[config.mk]
export PLATFORM = sky130hd
export DESIGN_NAME = mine_neighbour_counter
export DESIGN_NICKNAME = d
export VERILOG_FILES = /design/src/rtl/mine_neighbour_counter_pkg.sv /design/src/rtl/cell_neighbour_count.sv /design/src/rtl/mine_neighbour_counter.sv
export SDC_FILE = /design/constraint.sdc
export NUM_CORES = 1
export LEC_CHECK = 0
export ABC_AREA = 0
export BUFFER_PORTS_ARGS = -buffer_cell sky130_fd_sc_hd__buf_2
export CORE_ASPECT_RATIO = 1.4
export CORE_UTILIZATION = 35
export DETAILED_ROUTE_END_ITERATION = 10
export GPL_TIMING_DRIVEN = 0
export PLACE_DENSITY_LB_ADDON = 0.25
export SYNTH_ARGS = -nofsm -noshare
export SYNTH_HDL_FRONTEND = slang
export SYNTH_SLANG_ARGS = --single-unit
[constraint.sdc]
create_clock -name in_clka -period 12 [get_ports in_clka]
set_clock_uncertainty 0.05 [all_clocks]
set_input_delay 2.4 -clock in_clka [delete_from_list [all_inputs] [get_ports in_clka]]
set_output_delay 2.4 -clock in_clka [all_outputs]
set_load 0.005 [all_outputs]
[src/rtl/mine_neighbour_counter_pkg.sv]
// Shared board geometry, FSM states and index helpers for mine_neighbour_counter.
package mine_pkg;
   localparam int ROWS  = 5;
   localparam int COLS  = 5;
   localparam int CELLS = ROWS * COLS;
   localparam int CW    = 4;
   localparam int IDXW  = $clog2(CELLS);
   localparam int RCW   = 3;
   localparam int TW    = 5;

   localparam logic [CW-1:0] CNT_MINE = 4'hF;

   typedef enum logic [1:0] {IDLE, SCAN, DONE} state_t;

   typedef struct packed {
      logic [RCW-1:0] row;
      logic [RCW-1:0] col;
   } rc_t;

   function automatic rc_t idx_to_rc(input logic [IDXW-1:0] idx);
      rc_t rc;
      rc.row = RCW'(int'(idx) / COLS);
      rc.col = RCW'(int'(idx) % COLS);
      return rc;
   endfunction
endpackage

[src/rtl/cell_neighbour_count.sv]
// Combinational edge-masked count of mines in the 8-neighbourhood of one cell.
module cell_neighbour_count
   import mine_pkg::*;
(
   input  logic [CELLS-1:0] snap_i,
   input  logic [RCW-1:0]   row_i,
   input  logic [RCW-1:0]   col_i,
   output logic [CW-1:0]    cnt_o
);
   int              rr;
   int              cc;
   logic [IDXW-1:0] nidx;

   always_comb begin
      cnt_o = '0;
      rr    = 0;
      cc    = 0;
      nidx  = '0;
      for (int dr = -1; dr <= 1; dr++) begin
         for (int dc = -1; dc <= 1; dc++) begin
            rr = int'(row_i) + dr;
            cc = int'(col_i) + dc;
            // Off-board neighbours are skipped, so row ends never wrap.
            if (!(dr == 0 && dc == 0) && rr >= 0 && rr < ROWS && cc >= 0 && cc < COLS) begin
               nidx  = IDXW'(rr * COLS + cc);
               cnt_o = cnt_o + CW'(snap_i[nidx]);
            end
         end
      end
   end
endmodule

[src/rtl/mine_neighbour_counter.sv]
// Walks a 5x5 mine map one cell per clock, producing per-cell neighbour counts and a mine total.
// Optional MINE_MARK_EN: mined cells report CNT_MINE instead of their neighbour count.
module mine_neighbour_counter
   import mine_pkg::*;
(
   input  logic                in_clka,
   input  logic                in_rst_n,
   input  logic                in_start,
   input  logic [CELLS-1:0]    in_mines,
   output logic                out_busy,
   output logic                out_done,
   output logic [CELLS*CW-1:0] out_counts,
   output logic [TW-1:0]       out_mine_total
);
   state_t                     state_q, state_d;
   logic [CELLS-1:0]           snap_q;
   logic [IDXW-1:0]            idx_q;
   logic [TW-1:0]              total_q;
   logic [CELLS-1:0][CW-1:0]   counts_q;
   logic                       busy_q;
   logic                       done_q;
   rc_t                        rc;
   logic [CW-1:0]              nb_cnt;
   logic [CW-1:0]              cell_val;

   assign rc = idx_to_rc(idx_q);

   cell_neighbour_count u_cnt (
      .snap_i (snap_q),
      .row_i  (rc.row),
      .col_i  (rc.col),
      .cnt_o  (nb_cnt)
   );

`ifdef MINE_MARK_EN
   assign cell_val = snap_q[idx_q] ? CNT_MINE : nb_cnt;
`else
   assign cell_val = nb_cnt;
`endif

   always_comb begin
      state_d = state_q;
      case (state_q)
         IDLE:    if (in_start) state_d = SCAN;
         SCAN:    if (idx_q == IDXW'(CELLS - 1)) state_d = DONE;
         DONE:    state_d = IDLE;
         default: state_d = IDLE;
      endcase
   end

   always_ff @(posedge in_clka or negedge in_rst_n) begin
      if (!in_rst_n) begin
         state_q  <= IDLE;
         snap_q   <= '0;
         idx_q    <= '0;
         total_q  <= '0;
         counts_q <= '0;
         busy_q   <= 1'b0;
         done_q   <= 1'b0;
      end else begin
         state_q <= state_d;
         busy_q  <= (state_d == SCAN);
         // The pulse lands on the cycle leaving DONE, i.e. the first IDLE cycle.
         done_q  <= (state_q == DONE);
         case (state_q)
            IDLE: if (in_start) begin
               snap_q   <= in_mines;
               idx_q    <= '0;
               total_q  <= '0;
               counts_q <= '0;
            end
            SCAN: begin
               counts_q[idx_q] <= cell_val;
               total_q         <= total_q + TW'(snap_q[idx_q]);
               idx_q           <= idx_q + IDXW'(1);
            end
            default: ;
         endcase
      end
   end

   assign out_busy       = busy_q;
   assign out_done       = done_q;
   assign out_counts     = counts_q;
   assign out_mine_total = total_q;
endmodule

Yosys cells after proc, flatten, opt, wreduce, memory -nomap -nowiden
Index checks and enable logic that the tools add are counted.
{ "word_totals": {"regBits": 139, "in_bits": 28, "wordCells": 145, "out_inout_bits": 107} }
{ "classes": {"add_sub_neg": 21, "muxes": 37, "mul": 3, "n_eq_ne": 5, "div_mod_pow": 2, "magnitude_cmp": 22, "n_reduce_logical": 24} }
{ "op_table": {"columns": ["operator", "n"], "rows": [
  ["$pmux 100 s2", 1],
  ["$bwmux 100", 1],
  ["$mux 100", 1],
  ["$ge 32x1->1 const B", 2],
  ["$lt 32x4->1 const B", 2],
  ["$lt 5x6->1 const B", 9],
  ["$bmux 1 s5", 9],
  ["$div 6x4->32 const B", 1],
  ["$mod 6x4->32 const B", 1],
  ["$mul 32x4->5 const B", 1],
  ["$mux 4", 8],
  ["$add 5x5->5", 6],
  ["$add 4x1->4", 7],
  ["$demux 4 s5", 1],
  ["$logic_and 1x1->1", 20],
  ["$pmux 5 s2", 2],
  ["$ge 5x1->1 const B", 3],
  ["$add 4x1->5 const B", 2],
  ["$add 5x4->5", 2],
  ["$lt 5x4->1 const B", 2],
  ["$mux 1", 10],
  ["$add 3x1->4 const B", 2],
  ["$ge 3x1->1 const B", 2],
  ["$lt 3x3->1 const B", 2],
  ["14 further kinds", 17]
]} }

Logic depth before layout (Yosys ltp)
{ "depth": {"depth_word": 23, "ltp_mapped": 51, "ltp_nobuf": 48} }

Modules after synthesis
A second synthesis with hierarchy kept.
{ "hier_totals": {"cells_unflattened": 927, "hier_area_um2": 9296.4} }
{ "by_module_without_submodules": {"columns": ["module", "seq_area_each_um2", "cells_each", "area_each_um2", "n_inst"], "rows": [
  ["mine_neighbour_counter", 3478.3, 584, 6140.9, 1],
  ["cell_neighbour_count", 0.0, 343, 3155.5, 1]
]} }

Least setup slack after synthesis
No wires, ideal clock.
{ "synth_timing": {"path_kind": "register to register", "start": "register idx_q[0]", "end": "register counts_q (netlist bit out_counts[35])", "path_slack_ps": 1318, "stages_incl_launch_ff": 49, "path_buffers": 3, "required_time_ps": 11829, "setup_time_ps": 121, "synth_period_minus_slack_ps": 10682, "arrival_time_ps": 10511, "path_cell_list": "dfrtp_1 clkbuf_1 buf_1 inv_1 ha_1 nor4_1 nor2_1 a21o_2 inv_2 xnor2_1 ha_1 nor2b_1 nor3_1 nor2_1 inv_1 ha_1 inv_1 ha_1 [... 13 more ...] o32a_1 inv_1 ha_1 nor3_1 a21oi_1 ha_1 a21oi_1 inv_1 ha_1 o22a_2 ha_1 nand3_1 xnor2_1 xnor2_1 or3b_1 xor3_1 buf_6 o21ai_2"} }
{ "synth_between": {"elab_chain_len": 23, "elab_cells_between_ends": 86, "classes_between": "add/sub (19); mul (3); div (2); order compare (14); mux (28); reduce/logical (20)"} }
{ "synth_lines": {"columns": ["element", "line", "text"], "rows": [
  ["start: declaration", "mine_neighbour_counter.sv:17", "logic [IDXW-1:0] idx_q;"],
  ["start signal: assignment", "mine_neighbour_counter.sv:75", "idx_q <= idx_q + IDXW'(1);"],
  ["$div 6x4->32", "mine_neighbour_counter_pkg.sv:22", "rc.row = RCW'(int'(idx) / COLS);"],
  ["$add 4x1->5", "cell_neighbour_count.sv:21", "rr = int'(row_i) + dr;"],
  ["$mul 5x4->5 (tied with other cells)", "cell_neighbour_count.sv:25", "nidx = IDXW'(rr * COLS + cc);"],
  ["$add 5x5->5 / $logic_and 1x1->1 (equally long branches)", "cell_neighbour_count.sv:25, cell_neighbour_count.sv:24", null],
  ["$bmux 1 s5 / $logic_and 1x1->1 (equally long branches)", "cell_neighbour_count.sv:26, cell_neighbour_count.sv:24", null],
  ["$mux 1 (not written as such) / $logic_and 1x1->1 (equally long branches)", "cell_neighbour_count.sv:26, cell_neighbour_count.sv:24", null],
  ["$mux 1", "cell_neighbour_count.sv:24", "if (!(dr == 0 && dc == 0) && rr >= 0 && rr < ROWS && cc >= 0 && cc < COLS) begin"],
  ["$add 4x1->4", "cell_neighbour_count.sv:26", "cnt_o = cnt_o + CW'(snap_i[nidx]);"],
  ["[... 7 more ...]", null, null],
  ["$add 4x1->4", "cell_neighbour_count.sv:26", null],
  ["$mux 4", "cell_neighbour_count.sv:24", null],
  ["$add 4x1->4", "cell_neighbour_count.sv:26", null],
  ["$mux 4", "cell_neighbour_count.sv:24", null],
  ["$add 4x1->4", "cell_neighbour_count.sv:26", null],
  ["$mux 4", "cell_neighbour_count.sv:24", null],
  ["$bwmux 100 *", "mine_neighbour_counter.sv:73", "counts_q[idx_q] <= cell_val;"],
  ["$pmux 100 s2 *", "mine_neighbour_counter.sv:65", "case (state_q)"],
  ["end signal: indexed assignment", "mine_neighbour_counter.sv:73", null],
  ["end: declaration", "mine_neighbour_counter.sv:19", "logic [CELLS-1:0][CW-1:0] counts_q;"]
]} }
Mark *: on every way between the ends. The rest lies on a longest branch, timed or not. The select of a mux whose other input is x is not followed.
A chain may end at the register's enable or synchronous reset.

Worst setup path in the final report
{ "layout_timing": {"start": "register idx_q[0]", "end": "register counts_q (netlist bit out_counts[27])"} }
The elaborated chain is that of the path after synthesis.

==> impl_summary.log <==
[metrics] outcome: complete, no violations
[metrics] number of enable-type register cells in the synthesized netlist: 0
[metrics] initial antenna violation count: 0
[metrics] CORE AREA: between 20000 and 30000 um2
[metrics] Post-synth ARST share: 1.00
[metrics] flip-flop and latch count after synthesis: around 140
[metrics] Area growth, synth to finish: 21.4%
[metrics] data required time of the worst path: approximately 12 ns
[metrics] endpoint of the worst register-to-register path: out_counts[27]$_DFFE_PN0P_
[metrics] first-pass iteration count of the detailed router: 6
[metrics] maximum number of pins on one net before global-route repair: slightly above 80
[metrics] Avg Synthesized Cell Area: between 10 and 15 um2
[metrics] Period Utilization, post-route: 0.935
[metrics] Max Clock Freq: ~0.089 GHz
[metrics] unrepaired setup endpoints after global routing: false
[metrics] type of origin of the critical path: register
[metrics] Ant. Diodes: 0
[metrics] yosys warns: 0
[metrics] aggregate global routing overflow: 0
[metrics] number of maximum-capacitance constraint violations: 0
[metrics] R2R setup slack: 0.77 ns
[metrics] cell area reported after detailed placement: 10100 um2
[metrics] hold worst-path end: out_done$_DFF_PN0_
[metrics] clock transition at the registers of the reported paths: approximately 0.070 ns
[metrics] Avg WL per Cell: ~18 um
[metrics] Worst R2R Start: idx_q[0]$_DFFE_PN0P_
[metrics] Remaining DRCs: 0
[metrics] most used cells in the layout excluding fill and tap cells: 138 x dfrtp_1, 135 x buf_2, 116 x nand3_1, 97 x o21ai_0, 67 x nand2_1
[metrics] number of global-route vias before repair: about 7300
[metrics] Worst-Margin Slew: 0.851 ns
[metrics] half-perimeter wire length of the detailed placement result: between 15000 and 20000 um
[metrics] clock latency reported for the late side of the worst-skew pair: roughly 0.44 ns
[metrics] worst slack at placement: -1.14 ns
[metrics] wire length of the first global-routing pass: 39100 um
[metrics] layout cell share with drive strength beyond 1: 0.302
[metrics] Most Frequent Cell on Critical Path: ha_1
[metrics] Tot GR Track Use: 0.196
[metrics] R2R depth: 49
[metrics] quantity of I/O buffers inserted on ports: ~130
[metrics] final count of negative-setup-slack endpoints: 0
[metrics] kind of end point of the critical path: register
[metrics] setup TNS: 0 ns
[metrics] Detail Route Antenna Nets: 0
[metrics] most common cell after layout, fill and taps aside: dfrtp_1
[metrics] Layout Cell Area excl Fill: between 10000 and 15000 um2
[metrics] CTS Root Buffer Type: clkbuf_16
[metrics] clock buffer count from CTS: 17
[metrics] netlist area before placement: 9010 um2
[metrics] critical path class: register to register
[metrics] slack of the critical path: 0.774 ns
[metrics] number of sinks on the clock net: between 100 and 150
[metrics] startpoint of the lowest-slack hold path: state_q[0]$_DFF_PN0_
[metrics] sequential share of the synthesized area: 0.386
[metrics] number of hold violations in the final report: 0
[metrics] CTS H-Tree Depth: 4
[metrics] Placement Rows: 69
[metrics] gate count after technology mapping: slightly below 900
[metrics] path category of the worst min-delay check: register to register
[metrics] vias per cell: between 5 and 6
[metrics] post-synth cell types: between 70 and 80
[metrics] placer's final routability congestion estimate: 0.879
[metrics] TritonCTS clock tree: done
[metrics] cell type of the slowest stage on the worst timing path: mux4_2
[metrics] commonest register cell after synthesis: dfrtp_1
[metrics] maximum root-to-sink buffer count: 2
[metrics] normalized max-slew margin: 0.428
[metrics] Chip Height: ~190 um
[metrics] final net count: between 1000 and 1500
[metrics] I/O pins: around 140
[metrics] Die Wd: roughly 140 um
[metrics] initial cell density of the core: 0.355
[metrics] DIE AREA: ~26000 um2
[metrics] Total Routed Length: 25000 um
[metrics] final worst path period need: approximately 11 ns
[metrics] violation count after the first detailed-route iteration: 329
[metrics] slowest cell delay on critical path: between 0.5 and 0.6 ns
[metrics] CP arrival: ~11 ns
[metrics] max-slew violation count: 0
[metrics] number of nets produced by synthesis: 978
[metrics] Max FO, Critical Path: 10
[metrics] Via Count: ~7400
[metrics] Hold Buf Count CTS: 0
[metrics] Worst Hold Depth: 1
metal layers:
layer  track usage  vias up  share of wire
li1              -     3574              -
met1         0.220     3554           0.40
met2         0.351      173           0.52
met3        0.0367       49          0.040
met4        0.0934        0          0.038
met5             0        -              0
critical path: cells and delay by family (launching register included):
kind	cells	cell delay (ns)
flops	1	0.46
fa+ha+maj	13	3.60
buf+inv	9	1.56
mux	2	0.69
simple gates	10	1.82
compound gates	10	1.73
xor+xnor	5	1.15
registers in the layout, summed over array words and instances, names as in the netlist:
register and cells:
out_done 1, out_mine_total 5, state_q 2, idx_q 5, out_counts 100, out_busy 1, snap_q 25
cell usage after synthesis (6+ instances only):
cell type | instances | area (um2)
a21o_1 | 9 | 67.6
a21oi_1 | 21 | 105
buf_1 | 6 | 22.5
clkbuf_1 | 30 | 113
dfrtp_1 | 139 | 3480
ha_1 | 65 | 813
inv_1 | 24 | 90.1
mux2_2 | 37 | 417
mux2i_1 | 17 | 170
mux4_2 | 31 | 698
nand2_1 | 68 | 255
nand3_1 | 116 | 581
nand4_1 | 6 | 37.5
nor2_1 | 32 | 120
nor2b_1 | 10 | 62.6
nor3_1 | 11 | 55.1
o21a_1 | 7 | 52.6
o21ai_0 | 97 | 485
o21ai_2 | 21 | 184
xnor2_1 | 28 | 245
xor2_1 | 12 | 105
final cells by class:
cell class | count | area, um2
fill | 2481 | 14400
clock buffer | 23 | 498
buffer | 42 | 199
inverter | 27 | 113
sequential | 139 | 3480
multi-input combinational | 673 | 5360
tap | 319 | 399
clock inverter | 9 | 135
timing repair buffer | 142 | 757
logic make-up (layout without fill, tap and decap cells):
kind of cell | after synthesis | in the layout | share of synthesized area
adders and majority gates | 69 | 69 | 0.0991
AOI/OAI and AO/OA | 199 | 199 | 0.145
and+or+nand+nor | 277 | 277 | 0.150
buffers and inverters | 69 | 243 | 0.0319
DFF | 139 | 139 | 0.386
muxes | 86 | 86 | 0.144
xor gates and xnor gates | 42 | 42 | 0.0433
metrics by stage:
stage          utilization  std cells  hold slack [ns]
6_report             0.431       1374            0.411
5_1_grt              0.431       1374            0.450
4_1_cts              0.425       1367            0.412
3_5_place_dp         0.399       1335            0.406
3_3_place_gp         0.397       1334            0.409
2_1_floorplan            -        881            0.390
repair_timing:
action                                  in CTS  in global routing
setup buffers                                0                  7
resized for setup                           12                 22
hold endpoints to repair                     0                  0
endpoints found under the setup margin      90                 90
pin swaps                                    0                  2
how the worst max path moves through the flow:
stage,slack [ns],cells past startpoint,endpoint,start
2_1_floorplan,1.32,48,out_counts[35]$_DFFE_PN0P_,idx_q[0]$_DFFE_PN0P_
3_3_place_gp,-1.02,47,out_counts[1]$_DFFE_PN0P_,idx_q[0]$_DFFE_PN0P_
3_5_place_dp,-1.14,47,out_counts[93]$_DFFE_PN0P_,idx_q[0]$_DFFE_PN0P_
4_1_cts,0.02,48,out_counts[42]$_DFFE_PN0P_,idx_q[0]$_DFFE_PN0P_
5_1_grt,0.03,49,out_counts[39]$_DFFE_PN0P_,idx_q[0]$_DFFE_PN0P_
6_report,0.77,49,out_counts[27]$_DFFE_PN0P_,idx_q[0]$_DFFE_PN0P_
Power is left out: the tool's default activity adds up to more than one toggle a clock period on the data nets, which glitch-free logic cannot reach.
